===== src/rtl/instr_fetch.sv =====
// ---------------------------------------------------------------------------
// instr_fetch
//
// Instruction fetch and sequencing unit. Reads the word at `pc` from program
// memory, turns the control-flow opcodes (JMP/JSR/RET) into PC control
// strobes, forwards every other opcode to the execute stage, then strobes the
// PC to advance.
//
// Opcode map (instr[15:12]):
//   0x0 NOP, 0x1 JMP [10:0], 0x2 JSR [9:0], 0x3 RET, 0xF HALT,
//   0x4..0xE handed to execute.
//
// Handshakes:
//   Memory:  mem_rd is a one-cycle request carrying mem_addr. The response
//            arrives on any later cycle as mem_ack=1 with mem_data; it is only
//            looked at while waiting for it.
//   Execute: instr_valid/instr_ready. instr_valid stays high and instr stays
//            stable until a cycle in which instr_ready=1; the transfer
//            happens on that rising edge. instr_ready is ignored otherwise.
//
// Ports:
//   clock, reset_n       clock, asynchronous active-low reset
//   pc                   current PC value from the PC block
//   pc_advance           one-cycle strobe, PC updates on this edge
//   preload/preload_addr PC loads an absolute address
//   jsr/relative_addr    PC saves return address, adds zero-extended offset
//   ret                  PC returns to saved address + 1
//   mem_addr/mem_rd      program memory read request
//   mem_ack/mem_data     program memory response
//   instr_valid/instr/instr_ready  execute handshake
//   halted               HALT executed, only reset leaves it
//   call_err             sticky: nested JSR or RET with no open call
//   fsm_state            current sequencer state, for observation
// ---------------------------------------------------------------------------
module instr_fetch #(
  parameter logic [10:0] BOOT_ADDR = 11'd0
) (
  input  logic        clock,
  input  logic        reset_n,
  input  logic [10:0] pc,
  output logic        pc_advance,
  output logic        preload,
  output logic [10:0] preload_addr,
  output logic        jsr,
  output logic [9:0]  relative_addr,
  output logic        ret,
  output logic [10:0] mem_addr,
  output logic        mem_rd,
  input  logic        mem_ack,
  input  logic [15:0] mem_data,
  output logic        instr_valid,
  input  logic        instr_ready,
  output logic [15:0] instr,
  output logic        halted,
  output logic        call_err,
  output logic [2:0]  fsm_state
);

  typedef enum logic [2:0] {
    S_BOOT    = 3'd0,
    S_FETCH   = 3'd1,
    S_WAIT    = 3'd2,
    S_ISSUE   = 3'd3,
    S_ADVANCE = 3'd4,
    S_HALT    = 3'd5
  } state_t;

  // Control action carried from the WAIT latch into the ADVANCE cycle.
  typedef enum logic [1:0] {
    CTL_NONE = 2'd0,
    CTL_JMP  = 2'd1,
    CTL_JSR  = 2'd2,
    CTL_RET  = 2'd3
  } ctl_t;

  state_t      state_q;
  state_t      state_d;
  ctl_t        ctl_q;
  ctl_t        ctl_d;
  logic        live_q;      // low only between reset and the first edge
  logic [15:0] instr_q;
  logic        depth_q;     // 1 while a JSR is open (PC holds one level)
  logic        depth_d;
  logic        call_err_q;
  logic        err_set;
  logic        latch_en;
  logic [3:0]  op;
  logic        op_exec;
  logic        op_halt;
  logic        boot_pulse;
  logic        in_adv;

  // -------------------------------------------------------------------------
  // Decode of the word arriving from memory. Only used on the latch cycle.
  // -------------------------------------------------------------------------
  assign op       = mem_data[15:12];
  assign op_exec  = (op >= 4'h4) && (op <= 4'hE);
  assign op_halt  = (op == 4'hF);
  assign latch_en = (state_q == S_WAIT) && mem_ack;

  always_comb begin
    ctl_d   = CTL_NONE;
    depth_d = depth_q;
    err_set = 1'b0;
    case (op)
      4'h1: ctl_d = CTL_JMP;
      4'h2: begin
        // A JSR inside an open call still executes; the PC simply
        // overwrites its single saved return address.
        ctl_d   = CTL_JSR;
        depth_d = 1'b1;
        err_set = depth_q;
      end
      4'h3: begin
        // RET with nothing open degrades to a NOP so the PC just increments.
        if (depth_q) begin
          ctl_d   = CTL_RET;
          depth_d = 1'b0;
        end else begin
          err_set = 1'b1;
        end
      end
      default: ctl_d = CTL_NONE;
    endcase
  end

  // -------------------------------------------------------------------------
  // Sequencer: state register
  // -------------------------------------------------------------------------
  always_ff @(posedge clock or negedge reset_n) begin
    if (!reset_n) begin
      state_q <= S_BOOT;
    end else begin
      state_q <= state_d;
    end
  end

  // -------------------------------------------------------------------------
  // Sequencer: next state
  // -------------------------------------------------------------------------
  always_comb begin
    state_d = state_q;
    case (state_q)
      // BOOT is held through the reset-release edge so its preload strobe
      // appears for one full clean cycle after release.
      S_BOOT:    if (live_q) state_d = S_FETCH;
      S_FETCH:   state_d = S_WAIT;
      S_WAIT: begin
        if (mem_ack) begin
          if (op_halt)      state_d = S_HALT;
          else if (op_exec) state_d = S_ISSUE;
          else              state_d = S_ADVANCE;
        end
      end
      S_ISSUE:   if (instr_ready) state_d = S_ADVANCE;
      S_ADVANCE: state_d = S_FETCH;
      S_HALT:    state_d = S_HALT;
      default:   state_d = S_BOOT;
    endcase
  end

  // -------------------------------------------------------------------------
  // Datapath registers
  // -------------------------------------------------------------------------
  always_ff @(posedge clock or negedge reset_n) begin
    if (!reset_n) begin
      live_q     <= 1'b0;
      instr_q    <= 16'd0;
      ctl_q      <= CTL_NONE;
      depth_q    <= 1'b0;
      call_err_q <= 1'b0;
    end else begin
      live_q <= 1'b1;
      if (latch_en) begin
        instr_q <= mem_data;
        ctl_q   <= ctl_d;
        depth_q <= depth_d;
        if (err_set) call_err_q <= 1'b1;
      end
    end
  end

  // -------------------------------------------------------------------------
  // Outputs: decoded from registers only (state, latched word, flags).
  // -------------------------------------------------------------------------
  assign boot_pulse = (state_q == S_BOOT) && live_q;
  assign in_adv     = (state_q == S_ADVANCE);

  assign pc_advance    = boot_pulse || in_adv;
  assign preload       = boot_pulse || (in_adv && (ctl_q == CTL_JMP));
  assign preload_addr  = boot_pulse ? BOOT_ADDR :
                         (in_adv && (ctl_q == CTL_JMP)) ? instr_q[10:0] : 11'd0;
  assign jsr           = in_adv && (ctl_q == CTL_JSR);
  assign relative_addr = jsr ? instr_q[9:0] : 10'd0;
  assign ret           = in_adv && (ctl_q == CTL_RET);

  // The PC is itself a register that only settles on the ADVANCE edge just
  // before FETCH, so the request address is taken straight from it while
  // the request is up; it reads as zero at all other times.
  assign mem_rd   = (state_q == S_FETCH);
  assign mem_addr = mem_rd ? pc : 11'd0;

  assign instr_valid = (state_q == S_ISSUE);
  assign instr       = instr_q;
  assign halted      = (state_q == S_HALT);
  assign call_err    = call_err_q;
  assign fsm_state   = state_q;

endmodule

===== config.mk =====
export PLATFORM = sky130hd
export DESIGN_NAME = instr_fetch
export DESIGN_NICKNAME = d
export VERILOG_FILES = /design/src/rtl/instr_fetch.sv
export SDC_FILE = /design/constraint.sdc
export NUM_CORES = 1
export LEC_CHECK = 0
export CAP_MARGIN = 5
export CORE_AREA = 3 3 66 68
export DETAILED_ROUTE_END_ITERATION = 8
export DIE_AREA = 0 0 69 71
export PLACE_DENSITY = 0.83
export SLEW_MARGIN = 30
export SYNTH_ARGS = -nofsm -noshare
export SYNTH_HDL_FRONTEND = slang
export SYNTH_SLANG_ARGS = --single-unit

===== constraint.sdc =====
create_clock -name clock -period 2 [get_ports clock]
set_clock_uncertainty 0.15 [all_clocks]
set_input_delay 0.4 -clock clock [delete_from_list [all_inputs] [get_ports clock]]
set_output_delay 0.4 -clock clock [all_outputs]
set_load 0.05 [all_outputs]

==> results.md, run 1 <==
* Met1 usage at between 20% and 30%
* Status: complete, but fails checks
* Pre-CTS WS at between 0.05 and 0.06 ns
* Largest net degree at the start of global routing at 25
* Number of library cell types mapped by synthesis at 37
* CTS H-tree depth at 1
* Layout area overhead at 123.8%
* CP max FO at 6
* Cells after synthesis at 123
* Final worst-path cycle share at 104.0%
* Final setup margin at -0.08034 ns
* Violated checks: negative setup slack
* Synthesis-stage register bit count at 24
* CTS tree: built
* Clock share of power at 9.8%
* Initial Util at 33.92%
* CTS sink cnt at 24
* Vias in the first global route at about 1,400
* CTS Buf Count at 3
* GRT busiest layer: met2
* Die width at 69 µm
* Vias at approximately 1,300
* Syn. warnings at 0
* Max IR drop VDD at approximately 0.00093 V
* Netlist Area Pre-Place at around 1300 µm²
* Core area at between 3000 and 4000 µm²
* CTS Root Cell: clkbuf_8
* Req. time, crit path at 1.45 ns
* Critical Path AT at 1.53 ns
* Seq pwr share at around 22%
* Post-synth EDFFs at 0
* P_leak at approximately 1.3 nW
* CP max stage delay at 0.44 ns
* Placer Congestion at approximately 0.79
* Bufs and invs on worst path at 2
* Diodes inserted at 0
* Max Clk Rate at 480.7 MHz
* Final setup fails at 33
* Residual DRC at 0
* Cell family with most CP delay: simple AND/OR/NAND/NOR gates
* M2 GR Usage at between 30 and 40%
* Initial antenna violation count at 0
* Fin nets at ~260
* DP Wirelength at about 3.3 mm
* Switching part of the total at 47.24%
* Syn_nets at between 150 and 200
* Critical path type: reg2out
* Post-Route WL at approximately 4.4 mm
* DR iter-0 viols at 15
* Post-Layout Cell Count at between 200 and 300
* Avg Cell Area, Syn at 10.79 µm²
* Dominant synthesized flop cell: dfrtp_1
* Fin. Hold Viols at 0
* Total placed cells including tap cells at ~260
* Routed wire per std cell at between 15 and 20 µm
* IO Pins at 90
* Unrepaired setup endpoints after global routing: yes
* Net Sw Power at a little over 2 mW
* Tot Pwr at 4.356 mW
* Synth top area cells: dfrtp_1, and2_1, mux2_2
* Hold Crit Class: in2async
* FP Rows at 23
* Clk slew on worst S/H paths at approximately 0.080 ns
* Register area at 603.1 µm²
* Proportion of netlist area held by the largest area contributor at about 45%
* IO Port Bufs at between 80 and 90
* Pwr per Cell Area at about 1500 nW/µm²
* Startpoint types: flip-flop
* Filler Cell Count at around 250
* Max Slew Vio Count at 0
* Ordered cell list for the critical path: nor2_4, and4_4, buf_6, and2_4, buf_12
* Async S/R FF share, synth at between 90% and 100%
* First-pass GRT wire length at between 7 and 8 mm
* Die H at 71 µm
* Ratio of cells with drive above 1 in the final layout at 63.00%
* Router iterations before antenna repair at 2
* M3 GR Usage at about 3.8%
* Max_cap viols at 0
* Yosys top cell by area: dfrtp_1
* P_int at around 2.3 mW
* Logic pwr share at 68.5%
* Final worst path period need at about 2.1 ns
* Antenna Nets Post-Route at 0
* Skew-Pair Late Insertion Delay at 0.27 ns
* Vias/cell at 4.722
* Die footprint at ~5000 µm²
* Overall routing resource usage at between 10% and 20%
* Total grt overflow at 0
* Sequential-to-total area share from yosys stat at between 40% and 50%
* Max Root-Sink Buffers at 2
* Slowest CP cell: dfrtp_2
* Multi-input logic area at roughly 800 µm²
* Worst setup EP type: primary output
-- synth_stat cells, types with 2 or more instances --
library cell / number
buf_2: 5
and4_1: 3
and2_1: 34
inv_1: 6
nand2b_1: 2
mux2_2: 15
nor2_1: 3
dfrtp_1: 24
nor2b_1: 2
buf_6: 2
-- metrics by stage --
stage / area [µm²] / hold WS [ns] / utilization, % / TNS [ns]
after floorplan: 1416 / -0.04559 / - / -0.8835
after CTS: 2947 / 0.3357 / 75.29 / -1.089
after detailed placement: 2751 / 0.3189 / 70.30 / 0
final: 2972 / 0.3274 / 75.93 / -1.550
after global routing: 2972 / 0.3520 / 75.93 / -3.382
after global placement: 2751 / 0.3269 / 70.30 / 0
-- per-layer routing --
metal	up-vias	share of wire, %
li1	622	-
met1	633	39
met2	49	55
met3	4	5.3
met4	0	0.71
met5	-	0
-- repair_timing --
action,in CTS,in global routing
endpoints found under the setup margin,32,37
buffers inserted,7,2
resized for setup,25,6
pin swaps,12,2
cloned,2,0
hold buffers,0,0
-- kinds of logic after synthesis --
kind of cell / after synthesis / synth area share [%]
multiplexers: 17 / 14.33
AND/OR/NAND/NOR: 52 / 25.35
flip-flops: 24 / 45.24
XOR/XNOR: 1 / 0.6599
other: 1 / 0.2825
AO/OA/AOI/OAI: 14 / 8.296
buffers and inverters: 14 / 5.843
-- flip-flops by register name (all words and copies together) (netlist names) --
register	cells
instr	16
call_err	1
ctl_q	2
depth_q	1
live_q	1
fsm_state	3
-- final cells by class --
cell class	count	area share [%]
inverter	6	0.7579
multi-input combinational	85	26.32
clock buffer	3	1.389
timing repair buffer	108	48.13
sequential	24	20.29
clock inverter	1	1.011
tap	50	2.105
-- power groups by stage --
stage / clock (mW) / sequential [mW] / combinational (mW)
2_1_floorplan: 0 / 1.59 / 1.06
3_3_place_gp: 0 / 0.914 / 2.76
3_5_place_dp: 0 / 0.930 / 2.81
4_1_cts: 0.433 / 0.938 / 2.97
5_1_grt: 0.456 / 0.986 / 3.12
6_report: 0.428 / 0.943 / 2.99
-- worst reg2reg max path, stage by stage (launching register included) --
cell and delay (ns):
dfrtp_2 0.47, buf_4 0.17, and4bb_1 0.31, buf_12 0.18, mux2_2 0.35
-- layout by cell type, fill, tap and decap left out, types with 3 or more instances in the layout --
cell type	count
and2_4	33
buf_12	42
buf_4	31
buf_6	5
clkbuf_8	3
clkdlybuf4s50_1	30
dfrtp_1	22
inv_1	6
mux2_2	15
-- final timing paths --
kind	start	endpoint	slack, ns	cells past startpoint
setup / recovery	fsm_state[0]	preload_addr[0]	-0.08	5
hold / removal	reset_n	instr[15]	0.33	2
setup reg to reg	fsm_state[2]	instr[10]	0.26	4
hold reg to reg	call_err	call_err	0.35	1
max in group asynchronous	reset_n	fsm_state[0]	1.12	2
min in group clock	call_err	call_err	0.35	1
Power figures use the tool's default switching activity.
==> run 2: changes to the inputs <==
--- a/config.mk
+++ b/config.mk
@@ -6,10 +6,11 @@
 export NUM_CORES = 1
 export LEC_CHECK = 0
 export CAP_MARGIN = 5
-export CORE_AREA = 3 3 66 68
+export CORE_AREA = 3 3 61 74
 export DETAILED_ROUTE_END_ITERATION = 8
-export DIE_AREA = 0 0 69 71
+export DIE_AREA = 0 0 64 77
 export PLACE_DENSITY = 0.83
+export SKIP_LAST_GASP = 1
 export SLEW_MARGIN = 30
 export SYNTH_ARGS = -nofsm -noshare
 export SYNTH_HDL_FRONTEND = slang
==> results.md, run 2 (synthesis results as in run 1) <==
* Fin nets at 256 (-1.2%)
* Total grt overflow at 0 (unchanged)
* Placer Congestion at 0.7252 (-7.7%)
* Layout Cell Area excl Fill at 2907 µm² (-2.2%)
* Vias at 1,313 (+0.38%)
* Max Clk Rate at 482.0 MHz (+0.26%)
* Initial antenna violation count at 0 (unchanged)
* Status: complete, but fails checks
* IO Port Bufs at 89 (unchanged)
* Max Root-Sink Buffers at 2 (unchanged)
* Clk slew on worst S/H paths at 0.09 ns (about the same)
* DP Wirelength at 3.087 mm (-5.7%)
* Core area at 3910 µm² (about the same)
* Overall routing resource usage at 17.06% (-1.2 points)
* Ratio of cells with drive above 1 in the final layout at 61.61% (-1.4 points)
* Hold Crit Class: in2async
* Worst setup EP type: primary output
* Initial Util at 33.95% (about the same)
* First-pass GRT wire length at 6.720 mm (-7.0%)
* Worst r2r src: fsm_state[2]
* Skew-Pair Late Insertion Delay at 0.27 ns (about the same)
* Antenna Nets Post-Route at 0 (unchanged)
* Net Sw Power at 2.050 mW (-0.40%)
* CP max FO at 6 (unchanged)
* CTS tree: built
* Die H at 77 µm (+8.5%)
* FP Rows at 25 (+8.7%)
* Seq pwr share at 21.8% (+0.2 points)
* Req. time, crit path at 1.45 ns (about the same)
* Switching part of the total at 47.59% (+0.35 points)
* Post-Route WL at 4.488 mm (+2.6%)
* GRT busiest layer: met2
* Dpl cell area at 2734 µm² (-0.64%)
* Final worst-path cycle share at 103.7% (-0.27 points)
* Clock share of power at 9.9% (about the same)
* CTS Buf Count at 3 (unchanged)
* Max reg flops at 16 (unchanged)
* Filler Cell Count at 233 (-7.2%)
* Setup Total Neg Slack at -1.129 ns (+0.4211 ns)
* Vias/cell at 4.723 (about the same)
* IO Pins at 90 (unchanged)
* Logic pwr share at 68.3% (-0.2 points)
* Startpoint types: flip-flop
* Layout area overhead at 118.9%
* Router iterations before antenna repair at 4 (+2)
* Met1 usage at 21.18% (about the same)
* Crit. Startpoint: fsm_state[0]
* Diodes inserted at 0 (unchanged)
* Most frequent cells in the layout: buf_12, clkdlybuf4s50_1, buf_4
* Depth of the worst register-to-register path at 4 (unchanged)
* Max Slew Vio Count at 0 (unchanged)
* Fin. Hold Viols at 0 (unchanged)
* Unrepaired setup endpoints after global routing: yes
* Critical path type: reg2out
* Die footprint at 4928 µm² (+0.59%)
* Max_cap viols at 0 (unchanged)
* P_leak at 1.278 nW (-2.4%)
* CTS Root Cell: clkbuf_8
* CTS sink cnt at 24 (unchanged)
* Worst setup path end: preload_addr[3]
* Final setup margin at -0.07484 ns (+0.005495 ns)
* Max IR drop VDD at 0.0008869 V (-4.8%)
* Final worst path period need at 2.075 ns (-0.005495 ns)
* M3 GR Usage at 2.928% (-0.91 points)
* DR iter-0 viols at 34 (+19)
* Most common cell after layout, fill and taps aside: buf_12
* Final setup fails at 25 (-24%)
* Violated checks: negative setup slack
* Largest net degree at the start of global routing at 25 (unchanged)
* CTS H-tree depth at 1 (unchanged)
* Routed wire per std cell at 16.14 µm (+2.2%)
* Pwr per Cell Area at 1482 nW/µm² (+1.1%)
* Vias in the first global route at 1,348 (-5.1%)
* Residual DRC at 0 (unchanged)
* Die width at 64 µm (-7.2%)
* M2 GR Usage at 30.61% (-3.8 points)
* P_int at 2.257 mW (-1.8%)
* Reg2Reg Setup Slack at 0.25 ns (about the same)
* Critical Path AT at 1.52 ns (about the same)
* Pre-CTS WS at 0.009367 ns (-0.04426 ns)
* RR Endpoint: instr[1]
[run 2: area by class of cell]
cell class	instances	area [µm²]	share of cell area [%]
Timing Repair Buffer	103	1378	47.40
Inverter	6	22.52	0.7749
Multi-Input combinational cell	87	764.5	26.30
Sequential cell	24	603.1	20.75
Tap cell	54	67.56	2.325
Clock inverter	1	30.03	1.033
Clock buffer	3	41.29	1.421
[run 2: metal layers]
metal  wire length [µm]  share of wire, %  vias up
met1               1751                39      623
li1                   -                 -      619
met3                325               7.2        2
met5                  0                 0        -
met4                 13              0.29        0
met2               2397                53       69
[run 2: power by group through the flow]
| stage | sequential (mW) | combinational [mW] | clock, mW |
|---|---|---|---|
| final | 0.940 | 2.94 | 0.426 |
| after global routing | 0.983 | 3.06 | 0.452 |
| after CTS | 0.926 | 2.88 | 0.436 |
| after detailed placement | 0.924 | 2.77 | 0 |
| after global placement | 0.904 | 2.73 | 0 |
| after floorplan | 1.59 | 1.06 | 0 |
[run 2: timing repair]
action                                  CTS  global route
setup buffers                             5             2
pin swaps                                 3             8
gates cloned                              1             1
resized for setup                         9             7
hold buffers                              0             0
endpoints found under the setup margin   34            36
[run 2: how the worst min path moves through the flow]
stage / to / slack [ns] / cells after the start / startpoint
after floorplan: call_err / -0.05 / 0 / reset_n
after global placement: call_err / 0.32 / 1 / call_err
after detailed placement: call_err / 0.32 / 1 / call_err
after CTS: instr[7] / 0.35 / 2 / reset_n
after global routing: instr[4] / 0.36 / 2 / reset_n
final: instr[7] / 0.34 / 2 / reset_n
[run 2: critical path, stage by stage, from the launching register on]
cell and delay [ns]:
dfrtp_2 0.44, nor2_4 0.16, and4_2 0.31, and2_2 0.21, buf_12 0.14
[run 2: per-stage QoR]
step / cells / power, mW / hold WS [ns] / utilization [%]
after detailed placement: 265 / 3.693 / 0.3239 / 69.92
after floorplan: 123 / 2.652 / -0.04559 / -
after global routing: 278 / 4.490 / 0.3615 / 74.34
final: 278 / 4.307 / 0.3417 / 74.34
after CTS: 275 / 4.246 / 0.3519 / 73.41
after global placement: 265 / 3.639 / 0.3208 / 69.92
==> run 3: changes to the inputs <==
--- a/config.mk
+++ b/config.mk
@@ -6,9 +6,10 @@
 export NUM_CORES = 1
 export LEC_CHECK = 0
 export CAP_MARGIN = 5
-export CORE_AREA = 3 3 61 74
+export CORE_AREA = 2 2 60 73
 export DETAILED_ROUTE_END_ITERATION = 8
-export DIE_AREA = 0 0 64 77
+export DIE_AREA = 0 0 62 75
+export HOLD_SLACK_MARGIN = 0.03
 export PLACE_DENSITY = 0.83
 export SKIP_LAST_GASP = 1
 export SLEW_MARGIN = 30
==> results.md, run 3 (synthesis results as in run 1) <==
* Vias at 1,344 (+2.4%)
* Hold Crit Class: reg2reg
* Skew-Pair Late Insertion Delay at 0.26 ns (about the same)
* Initial antenna violation count at 0 (unchanged)
* Total grt overflow at 0 (unchanged)
* Max Clk Rate at 475.0 MHz (-1.4%)
* Final setup margin at -0.1052 ns (-0.03035 ns)
* Core area at 3910 µm² (unchanged)
* Router iterations before antenna repair at 4 (unchanged)
* DP Wirelength at 3.073 mm (-0.45%)
* Total placed cells including tap cells at 267 (+0.75%)
* Most frequent cells in the layout: buf_12, clkdlybuf4s50_1, buf_4
* Max_cap viols at 0 (unchanged)
* Clk slew on worst S/H paths at 0.09 ns (about the same)
* CP max stage delay at 0.46 ns (+0.02 ns)
* Pre-CTS WS at 0.04350 ns (+0.03413 ns)
* CTS tree: built
* Pwr per Cell Area at 1487 nW/µm² (+0.33%)
* Reg2Reg Setup Slack at 0.24 ns (about the same)
* Startpoint types: flip-flop
* First-pass GRT wire length at 6.237 mm (-7.2%)
* Initial Util at 33.95% (unchanged)
* Unrepaired setup endpoints after global routing: yes
* Max reg flops at 16 (unchanged)
* Req. time, crit path at 1.45 ns (about the same)
* Fin nets at 256 (unchanged)
* IO Pins at 90 (unchanged)
* Residual DRC at 0 (unchanged)
* Ratio of cells with drive above 1 in the final layout at 62.50% (+0.89 points)
* Overall routing resource usage at 17.92% (+0.86 points)
* Cell family with most CP delay: simple AND/OR/NAND/NOR gates
* Routed wire per std cell at 16.19 µm (+0.29%)
* Ordered cell list for the critical path: nor2_4, and4_2, and2_2, buf_12
* Most common cell after layout, fill and taps aside: buf_12
* CP max FO at 6 (unchanged)
* Tot Pwr at 4.325 mW (+0.42%)
* IO Port Bufs at 89 (unchanged)
* Final worst path period need at 2.105 ns (+0.03035 ns)
* CTS Root Cell: clkbuf_8
* Vias/cell at 4.835 (+2.4%)
* Placer Congestion at 0.7023 (-3.2%)
* Critical path type: reg2out
* Die width at 62 µm (-3.1%)
* Final setup fails at 35 (+40%)
* Antenna Nets Post-Route at 0 (unchanged)
* Die footprint at 4650 µm² (-5.6%)
* CTS H-tree depth at 1 (unchanged)
* Die H at 75 µm (-2.6%)
* Post-Route WL at 4.501 mm (+0.29%)
* Bufs and invs on worst path at 1 (unchanged)
* Worst setup EP type: primary output
* Post-Layout Cell Count at 278 (unchanged)
* Final worst-path cycle share at 105.3% (+1.5 points)
* Cts hold-fix bufs at 0 (unchanged)
* DR iter-0 viols at 38 (+12%)
* Max IR drop VDD at 0.0009231 V (+4.1%)
* Slowest CP cell: dfrtp_2
* Fin. Hold Viols at 0 (unchanged)
* Max Slew Vio Count at 0 (unchanged)
* Critical Path AT at 1.56 ns (+0.04 ns)
* Vias in the first global route at 1,251 (-7.2%)
* Diodes inserted at 0 (unchanged)
* P_leak at 1.275 nW (-0.23%)
* Layout area overhead at 119.1% (about the same)
* CTS Buf Count at 3 (unchanged)
* FP Rows at 25 (unchanged)
* Status: complete, but fails checks
* Violated checks: negative setup slack
* Largest net degree at the start of global routing at 25 (unchanged)
* Max Root-Sink Buffers at 2 (unchanged)
* CTS sink cnt at 24 (unchanged)
run 3: what timing repair did:
action                     CTS  global route
buffers inserted             4             1
cloned                       1             1
pin swaps                    2            11
resized for setup           11             8
setup endpoints to repair   34            38
run 3: metrics by stage:
stage | util (%) | hold slack (ns) | cell area, µm² | TNS [ns]
after floorplan | - | -0.04559 | 1416 | -0.8835
after global placement | 70.30 | 0.3267 | 2749 | 0
after detailed placement | 70.30 | 0.3216 | 2749 | 0
after CTS | 73.66 | 0.3492 | 2880 | -1.009
after global routing | 74.40 | 0.3894 | 2909 | -3.297
final | 74.40 | 0.3413 | 2909 | -1.599
run 3: power by group:
part	internal, mW	total [mW]	switching (mW)
clock network	0.268	0.421	0.153
registers	0.725	0.968	0.242
logic	1.27	2.94	1.67
total	2.26	4.32	2.07
run 3: area by class of cell:
class / instances / area [µm²]
sequential: 24 / 604.3
clock inverter: 1 / 30.03
fill: 242 / 1001
clock buffer: 3 / 41.29
tap: 54 / 67.56
inverter: 6 / 22.52
timing repair buffer: 103 / 1378
multi-input combinational: 87 / 765.7
run 3: path summary, 6_finish.rpt:
check | startpoint | end | depth (start not counted)
min | call_err | call_err | 1
min reg2reg | call_err | call_err | 1
max in group asynchronous | reset_n | fsm_state[1] | 2
min in group asynchronous | reset_n | instr[4] | 2
max | fsm_state[1] | preload_addr[8] | 4
max reg2reg | fsm_state[2] | instr[2] | 4
run 3: metal layers:
layer / vias up / GRT usage (%) / routed length, µm
li1: 622 / - / -
met1: 645 / 22.44 / 1718
met2: 71 / 30.90 / 2327
met3: 6 / 3.608 / 403
met4: 0 / 4.965 / 51
met5: - / 0 / 0
